`src/rtl/rv32i_decode_exec.sv`:
```
// Decode/execute slice of the RV32I pipeline: instruction decode, EX forwarding
// and ALU, all combinational, plus a sticky illegal-instruction flag.
module rv32i_decode_exec (
  input  logic        clock,
  input  logic        reset,
  input  logic [31:0] instr_raw,
  output logic        branch,
  output logic        mem_read,
  output logic        mem_write,
  output logic        alu_src,
  output logic        reg_write,
  output logic [3:0]  alu_op,
  output logic [31:0] imm,
  output logic        illegal,
  input  logic [4:0]  ex_rs1_addr,
  input  logic [4:0]  ex_rs2_addr,
  input  logic [31:0] ex_rs1_val,
  input  logic [31:0] ex_rs2_val,
  input  logic        mem_reg_write,
  input  logic [4:0]  mem_rd_addr,
  input  logic [31:0] mem_rd_val,
  input  logic [4:0]  wb_rd_addr,
  input  logic [31:0] wb_rd_val,
  output logic [31:0] rs1,
  output logic [31:0] rs2,
  input  logic [3:0]  ex_alu_op,
  input  logic [31:0] alu_src1,
  input  logic [31:0] alu_src2,
  output logic [31:0] alu_result
);

  localparam logic [3:0] OP_NONE = 4'd0;
  localparam logic [3:0] OP_ADD  = 4'd1;
  localparam logic [3:0] OP_SUB  = 4'd2;
  localparam logic [3:0] OP_SLL  = 4'd3;
  localparam logic [3:0] OP_SLT  = 4'd4;
  localparam logic [3:0] OP_SLTU = 4'd5;
  localparam logic [3:0] OP_XOR  = 4'd6;
  localparam logic [3:0] OP_SRL  = 4'd7;
  localparam logic [3:0] OP_SRA  = 4'd8;
  localparam logic [3:0] OP_OR   = 4'd9;
  localparam logic [3:0] OP_AND  = 4'd10;
  localparam logic [3:0] OP_EQ   = 4'd11;
  localparam logic [3:0] OP_NE   = 4'd12;
  localparam logic [3:0] OP_GE   = 4'd13;
  localparam logic [3:0] OP_GEU  = 4'd14;

  logic [6:0]  opcode;
  logic [2:0]  funct3;
  logic [6:0]  funct7;
  logic [31:0] imm_i;
  logic [31:0] imm_s;
  logic [31:0] imm_b;
  logic        unused_rs1_field;

  assign opcode = instr_raw[6:0];
  assign funct3 = instr_raw[14:12];
  assign funct7 = instr_raw[31:25];
  assign imm_i  = {{20{instr_raw[31]}}, instr_raw[31:20]};
  assign imm_s  = {{20{instr_raw[31]}}, instr_raw[31:25], instr_raw[11:7]};
  assign imm_b  = {{19{instr_raw[31]}}, instr_raw[31], instr_raw[7],
                   instr_raw[30:25], instr_raw[11:8], 1'b0};
  assign unused_rs1_field = ^instr_raw[19:15];

  logic        dec_legal;
  logic        dec_branch;
  logic        dec_mem_read;
  logic        dec_mem_write;
  logic        dec_alu_src;
  logic        dec_reg_write;
  logic [3:0]  dec_op;
  logic [31:0] dec_imm;

  always_comb begin
    dec_legal     = 1'b0;
    dec_branch    = 1'b0;
    dec_mem_read  = 1'b0;
    dec_mem_write = 1'b0;
    dec_alu_src   = 1'b0;
    dec_reg_write = 1'b0;
    dec_op        = OP_NONE;
    dec_imm       = '0;
    case (opcode)
      7'b0110011: begin
        dec_reg_write = 1'b1;
        if (funct7 == 7'b0000000) begin
          dec_legal = 1'b1;
          case (funct3)
            3'b000:  dec_op = OP_ADD;
            3'b001:  dec_op = OP_SLL;
            3'b010:  dec_op = OP_SLT;
            3'b011:  dec_op = OP_SLTU;
            3'b100:  dec_op = OP_XOR;
            3'b101:  dec_op = OP_SRL;
            3'b110:  dec_op = OP_OR;
            default: dec_op = OP_AND;
          endcase
        end else if (funct7 == 7'b0100000 && funct3 == 3'b000) begin
          dec_legal = 1'b1;
          dec_op    = OP_SUB;
        end else if (funct7 == 7'b0100000 && funct3 == 3'b101) begin
          dec_legal = 1'b1;
          dec_op    = OP_SRA;
        end
      end
      7'b0010011: begin
        dec_legal     = 1'b1;
        dec_alu_src   = 1'b1;
        dec_reg_write = 1'b1;
        dec_imm       = imm_i;
        case (funct3)
          3'b000:  dec_op = OP_ADD;
          3'b001:  dec_op = OP_SLL;
          3'b010:  dec_op = OP_SLT;
          3'b011:  dec_op = OP_SLTU;
          3'b100:  dec_op = OP_XOR;
          3'b101:  dec_op = instr_raw[30] ? OP_SRA : OP_SRL;
          3'b110:  dec_op = OP_OR;
          default: dec_op = OP_AND;
        endcase
      end
      7'b0000011: begin
        dec_legal     = (funct3 == 3'b010);
        dec_mem_read  = 1'b1;
        dec_reg_write = 1'b1;
        dec_alu_src   = 1'b1;
        dec_op        = OP_ADD;
        dec_imm       = imm_i;
      end
      7'b0100011: begin
        dec_legal     = (funct3 == 3'b010);
        dec_mem_write = 1'b1;
        dec_alu_src   = 1'b1;
        dec_op        = OP_ADD;
        dec_imm       = imm_s;
      end
      7'b1100011: begin
        dec_legal  = 1'b1;
        dec_branch = 1'b1;
        dec_imm    = imm_b;
        case (funct3)
          3'b000:  dec_op = OP_EQ;
          3'b001:  dec_op = OP_NE;
          3'b100:  dec_op = OP_SLT;
          3'b101:  dec_op = OP_GE;
          3'b110:  dec_op = OP_SLTU;
          3'b111:  dec_op = OP_GEU;
          default: dec_legal = 1'b0;
        endcase
      end
      default: dec_legal = 1'b0;
    endcase
    // Anything not fully decoded collapses to a bubble.
    if (!dec_legal) begin
      dec_branch    = 1'b0;
      dec_mem_read  = 1'b0;
      dec_mem_write = 1'b0;
      dec_alu_src   = 1'b0;
      dec_reg_write = 1'b0;
      dec_op        = OP_NONE;
      dec_imm       = '0;
    end
  end

  assign branch    = dec_branch    & ~reset;
  assign mem_read  = dec_mem_read  & ~reset;
  assign mem_write = dec_mem_write & ~reset;
  assign alu_src   = dec_alu_src   & ~reset;
  assign reg_write = dec_reg_write & ~reset;
  assign alu_op    = reset ? OP_NONE : dec_op;
  assign imm       = dec_imm;

  always_ff @(posedge clock) begin
    if (reset) begin
      illegal <= 1'b0;
    end else if (!dec_legal) begin
      illegal <= 1'b1;
    end
  end

  // MEM stage wins over WB; x0 always reads the ID/EX value.
  function automatic logic [31:0] fwd_sel(
    input logic [4:0]  src,
    input logic [31:0] ex_val,
    input logic        m_we,
    input logic [4:0]  m_rd,
    input logic [31:0] m_val,
    input logic [4:0]  w_rd,
    input logic [31:0] w_val
  );
    if (src != 5'd0 && m_we && m_rd == src) begin
      return m_val;
    end else if (src != 5'd0 && w_rd == src) begin
      return w_val;
    end
    return ex_val;
  endfunction

  assign rs1 = fwd_sel(ex_rs1_addr, ex_rs1_val, mem_reg_write, mem_rd_addr,
                       mem_rd_val, wb_rd_addr, wb_rd_val);
  assign rs2 = fwd_sel(ex_rs2_addr, ex_rs2_val, mem_reg_write, mem_rd_addr,
                       mem_rd_val, wb_rd_addr, wb_rd_val);

  always_comb begin
    alu_result = '0;
    case (ex_alu_op)
      OP_ADD:  alu_result = alu_src1 + alu_src2;
      OP_SUB:  alu_result = alu_src1 - alu_src2;
      OP_SLL:  alu_result = alu_src1 << alu_src2[4:0];
      OP_SLT:  alu_result = {31'd0, $signed(alu_src1) < $signed(alu_src2)};
      OP_SLTU: alu_result = {31'd0, alu_src1 < alu_src2};
      OP_XOR:  alu_result = alu_src1 ^ alu_src2;
      OP_SRL:  alu_result = alu_src1 >> alu_src2[4:0];
      OP_SRA:  alu_result = $unsigned($signed(alu_src1) >>> alu_src2[4:0]);
      OP_OR:   alu_result = alu_src1 | alu_src2;
      OP_AND:  alu_result = alu_src1 & alu_src2;
      OP_EQ:   alu_result = {31'd0, alu_src1 == alu_src2};
      OP_NE:   alu_result = {31'd0, alu_src1 != alu_src2};
      OP_GE:   alu_result = {31'd0, $signed(alu_src1) >= $signed(alu_src2)};
      OP_GEU:  alu_result = {31'd0, alu_src1 >= alu_src2};
      default: alu_result = '0;
    endcase
  end

endmodule

```
`config.mk`:
```
export PLATFORM = sky130hd
export DESIGN_NAME = rv32i_decode_exec
export DESIGN_NICKNAME = d
export VERILOG_FILES = /design/src/rtl/rv32i_decode_exec.sv
export SDC_FILE = /design/constraint.sdc
export NUM_CORES = 1
export LEC_CHECK = 0
export BUFFER_PORTS_ARGS = -buffer_cell sky130_fd_sc_hd__buf_2
export CORE_MARGIN = 2
export CORE_UTILIZATION = 40
export CTS_BUF_LIST = sky130_fd_sc_hd__clkbuf_8
export CTS_CLUSTER_SIZE = 25
export DETAILED_ROUTE_END_ITERATION = 10
export PLACE_DENSITY_LB_ADDON = 0.08
export SLEW_MARGIN = 10
export SYNTH_ARGS = -nofsm -noshare
export SYNTH_HDL_FRONTEND = slang
export SYNTH_SLANG_ARGS = --single-unit
```
`constraint.sdc`:
```
create_clock -name clock -period 4.6 [get_ports clock]
set_input_delay 0.46 -clock clock [delete_from_list [all_inputs] [get_ports clock]]
set_output_delay 0.46 -clock clock [all_outputs]
set_load 0.01 [all_outputs]
```
# == Word-level counts from Yosys, hierarchy flattened ==
# Cells that the tools add are included.
# W data, S select, Z words.
# word_totals
ff_bits,1
input_bits,251
out_inout_bits,138
wordCells,107
# classes
n_addsub,2
order_cmp,4
eq_ne,33
shifts,3
mux,38
bitwise,9
reduce_logical,17
# ops
cell,n
$pmux W32 S14,1
$mux W32,7
$pmux W32 S3,1
$ge A32 B32 Y1,2
$lt A32 B32 Y1,2
$pmux W4 S7,2
$add A32 B32 Y32,1
$and A32 B32 Y32,1
$eq A32 B32 Y1,1
$ne A32 B32 Y1,1
$or A32 B32 Y32,1
$shl A32 B5 Y32,1
$shr A32 B5 Y32,1
$sshr A32 B5 Y32,1
$sub A32 B32 Y32,1
$xor A32 B32 Y32,1
$eq A4 B4 Y1 const B,7
$mux W4,6
$pmux W4 S6,1
$eq A7 B6 Y1 const B,3
$eq A5 B5 Y1,4
$mux W1,18
$eq A4 B3 Y1 const B,4
$pmux W4 S4,1
18 further kinds,37

# == Depth between registers and ports, before layout ==
# depth
depth_word,8
depth_mapped,16
depth_no_buf,13

# == Least setup slack after synthesis ==
# OpenSTA, ideal clock, no wires.
# synth_path
path_kind,in2out
start,input alu_src2[2]
end,output alu_result[24]
arrival_ns,4.200
t_required_ns,4.140
path_slack_ns,-0.060
path_stages,16
path_buffers,5
cell_sequence,clkbuf_1 -> inv_2 -> buf_1 -> buf_1 -> clkbuf_1 -> ha_1 -> clkbuf_1 -> a211oi_1 -> o21bai_1 -> a21o_1 -> a211o_1 -> a21oi_1 -> nor3b_1 -> o31a_1 -> or3_1 -> o31a_1
# synth_via
elab_chain_len,2
word_cells_on_any_way,6
classes_between,2 x add/sub; 3 x shift; 1 x mux
# synth_rtl
element,line,rtl
start: declaration,28,"input logic [31:0] alu_src2,"
"$sub A32 B32 Y32, or another cell as far along",208,OP_SUB: alu_result = alu_src1 - alu_src2;
$pmux W32 S14 (*),206,case (ex_alu_op)
end: declaration,29,output logic [31:0] alu_result
# Mark *: on every way between the ends. The rest lies on a longest branch, timed or not.

# == Worst setup path in the final report ==
# layout_path
start,input alu_src1[1]
end,output alu_result[29]
# layout_via
elab_chain_len,2
word_cells_on_any_way,6
classes_between,2 x add/sub; 3 x shift; 1 x mux
# layout_rtl
element,line,rtl
start: declaration,27,"input logic [31:0] alu_src1,"
"$sub A32 B32 Y32, or another cell as far along",208,
$pmux W32 S14 (*),206,
# Marks and branches as above.

==> out/results.ini <==
[critical_path]
cp.arrival_ps=3910
critPathCaptureType=output pin
required_ps=4140
path_class=in2out
cp_max_fo=11
cp-start-kind=input pin

[cells_and_area]
top_regs=illegal: 1 flops
layout_common_cells=382 x buf_2, 177 x nand2_1, 167 x nor2_1
synthToLayoutAreaGrowth_pct=21.7
stdcell_area_mm2=0.0134
largest_register_ffs=1
fin_nets=2341
stdcell_count=2329
drive_gt1_share_pct=26.8
top_register=illegal
final_common_cell=buf_2

[yosys]
synth_nets=2016
synthFlopType=dfxtp_1
ys_seq_area_share_pct=0.182
netlist_instances=1663
avgSynthCellArea_um2=6.61
async_flop_share_pct=0
synth_seq_cells=1
ys_types=89
syn_area_mm2=0.0110
ys_warn_count=0
synth_edf_count=0

[sta]
final_hold_viol_count=0
worst_slew_pin_slew_ps=1010
rsz0062_at_grt=no
slew_headroom_pct=31.7
final.period_utilization_pct=94.9
skew_ps=0
setup_ws_ps=234
setup_viol=0
fmax_mhz=229
period_needed_ps=4370
tns_ps=0
final_max_slew_viol_count=0

[routing]
drc=0
antenna_left=0
routed_via_density=6.43
routed_wl_um=58200
drt_iter0_markers=2017
vias=15000
firstDrtPassIters=6
wl_per_cell_um=25.0

[global_route]
grt_antenna_before_repair=4
grt_pass1_wl_um=83500
grt_overflow=0
grt_pass1_vias=13500
grt_max_degree=70
grtUsageTotal_pct=37.7

[die]
io_pins=389
start_util_pct=40.8
die_w_um=170
row_count=60
die_h_um=170
core-area_mm2=0.0270
dieArea_mm2=0.0288

[cts]
clk_latency_ps=0
clkTransAtPathRegs_ps=0
postCtsHoldBufs=0
cts_resized=0
cts_setup_buffers=0

[placed_design]
place.gp.congestion=1.05
io_buffers=383
pre_cts_ws_ps=354
dpl_cell_area_mm2=0.0134
dpl.hpwl_um=47700
placed_cells=2327

[pwr]
total_power_mw=1.57
irDropWorstVdd_v=0.000114
power.density_mw_per_mm2=117
leakage_nw=6.12

[min_path]
worstHoldPathType=reg2reg

[outcome]
outcome=finished, final reports clean

[run]
cap_violations=0

worst paths after layout:
path / start / endpoint / slack [ps] / cells past startpoint
worst min-delay path: illegal$_SDFFE_PP0N_ / illegal$_SDFFE_PP0N_ / 470 / 2
worst max-delay path: alu_src1[1] / alu_result[29] / 230 / 14
worst max register to register: illegal$_SDFFE_PP0N_ / illegal$_SDFFE_PP0N_ / 4050 / 2
worst min register to register: illegal$_SDFFE_PP0N_ / illegal$_SDFFE_PP0N_ / 470 / 2
kinds of logic after synthesis:
group | Yosys count | synth area share (%)
buffers and inverters | 248 | 9.61
muxes | 174 | 19.3
adders and majority gates | 102 | 11.7
AOI/OAI and AO/OA | 592 | 35.4
DFF | 1 | 0.182
xor gates and xnor gates | 27 | 2.15
and+or+nand+nor | 519 | 21.6
power breakdown:
| group | total [mW] | internal (mW) | switching, mW |
|---|---|---|---|
| Sequential | 0.00960 | 0.00936 | 0.000247 |
| Combinational | 1.56 | 0.594 | 0.967 |
| Clock | 0.00000000360 | 0.00000000359 | 0 |
| Total | 1.57 | 0.603 | 0.967 |
through the flow:
step	hold WS, ps	utilization (%)
2_1_floorplan	503	-
5_1_grt	552	49.6
4_1_cts	479	49.6
6_report	474	49.6
3_3_place_gp	453	49.6
3_5_place_dp	479	49.6
synthesized netlist by cell type (5+ instances only):
library cell | instances | area (um^2)
a211o_1 | 10 | 87.6
ha_1 | 100 | 1250
a21o_1 | 25 | 188
nor4_1 | 17 | 106
a2111oi_0 | 8 | 70.1
nor3_1 | 27 | 135
mux2_2 | 17 | 191
or4_1 | 5 | 37.5
o311ai_0 | 5 | 43.8
a211oi_1 | 29 | 218
mux4_2 | 26 | 586
nand3_1 | 27 | 135
a22oi_1 | 13 | 97.6
nand4_1 | 9 | 56.3
a31oi_1 | 16 | 100
o2111ai_1 | 14 | 123
a221oi_1 | 26 | 228
o31ai_1 | 16 | 120
a221o_1 | 11 | 110
buf_1 | 15 | 56.3
a21oi_1 | 124 | 621
and2_1 | 16 | 100
o211ai_1 | 26 | 195
o21a_1 | 8 | 60.1
o22ai_1 | 17 | 106
nor2b_1 | 14 | 87.6
nand2b_1 | 19 | 119
nand2_1 | 177 | 664
o21ai_1 | 11 | 55.1
and3_1 | 9 | 56.3
or3_1 | 9 | 56.3
xnor2_1 | 17 | 149
o21ai_0 | 158 | 791
buf_4 | 20 | 150
mux2i_1 | 127 | 1270
inv_1 | 101 | 379
nor2_1 | 168 | 631
xor2_1 | 10 | 87.6
clkbuf_1 | 90 | 338
o221ai_1 | 10 | 87.6
buf_2 | 15 | 75.1
o21bai_1 | 15 | 113
cell type report:
class	count	area, um^2
antenna	2	5.00
sequential	1	20.0
fill	2888	13600
inverter	105	394
timing repair buffer	466	2570
multi-input combinational	1414	9960
tap	341	427
metal layers:
layer | vias to the layer above | routed length [um] | GRT usage (%)
met3 | 120 | 6550 | 7.46
met2 | 943 | 25500 | 59.4
met4 | 2 | 2130 | 11.4
met1 | 7078 | 24000 | 51.8
li1 | 6827 | - | -
met5 | - | 13 | 0
worst max-delay path, stage by stage:
cell and delay, ps:
buf_2 240, inv_1 80, ha_1 380, o21ba_2 240, nand2b_1 210, a21oi_1 210, a211oi_2 70, buf_4 180
o2111a_1 300, o31ai_1 540, a21oi_1 160, or2_2 310, o221ai_1 300, buf_2 200
Power figures use the tool's default switching activity.
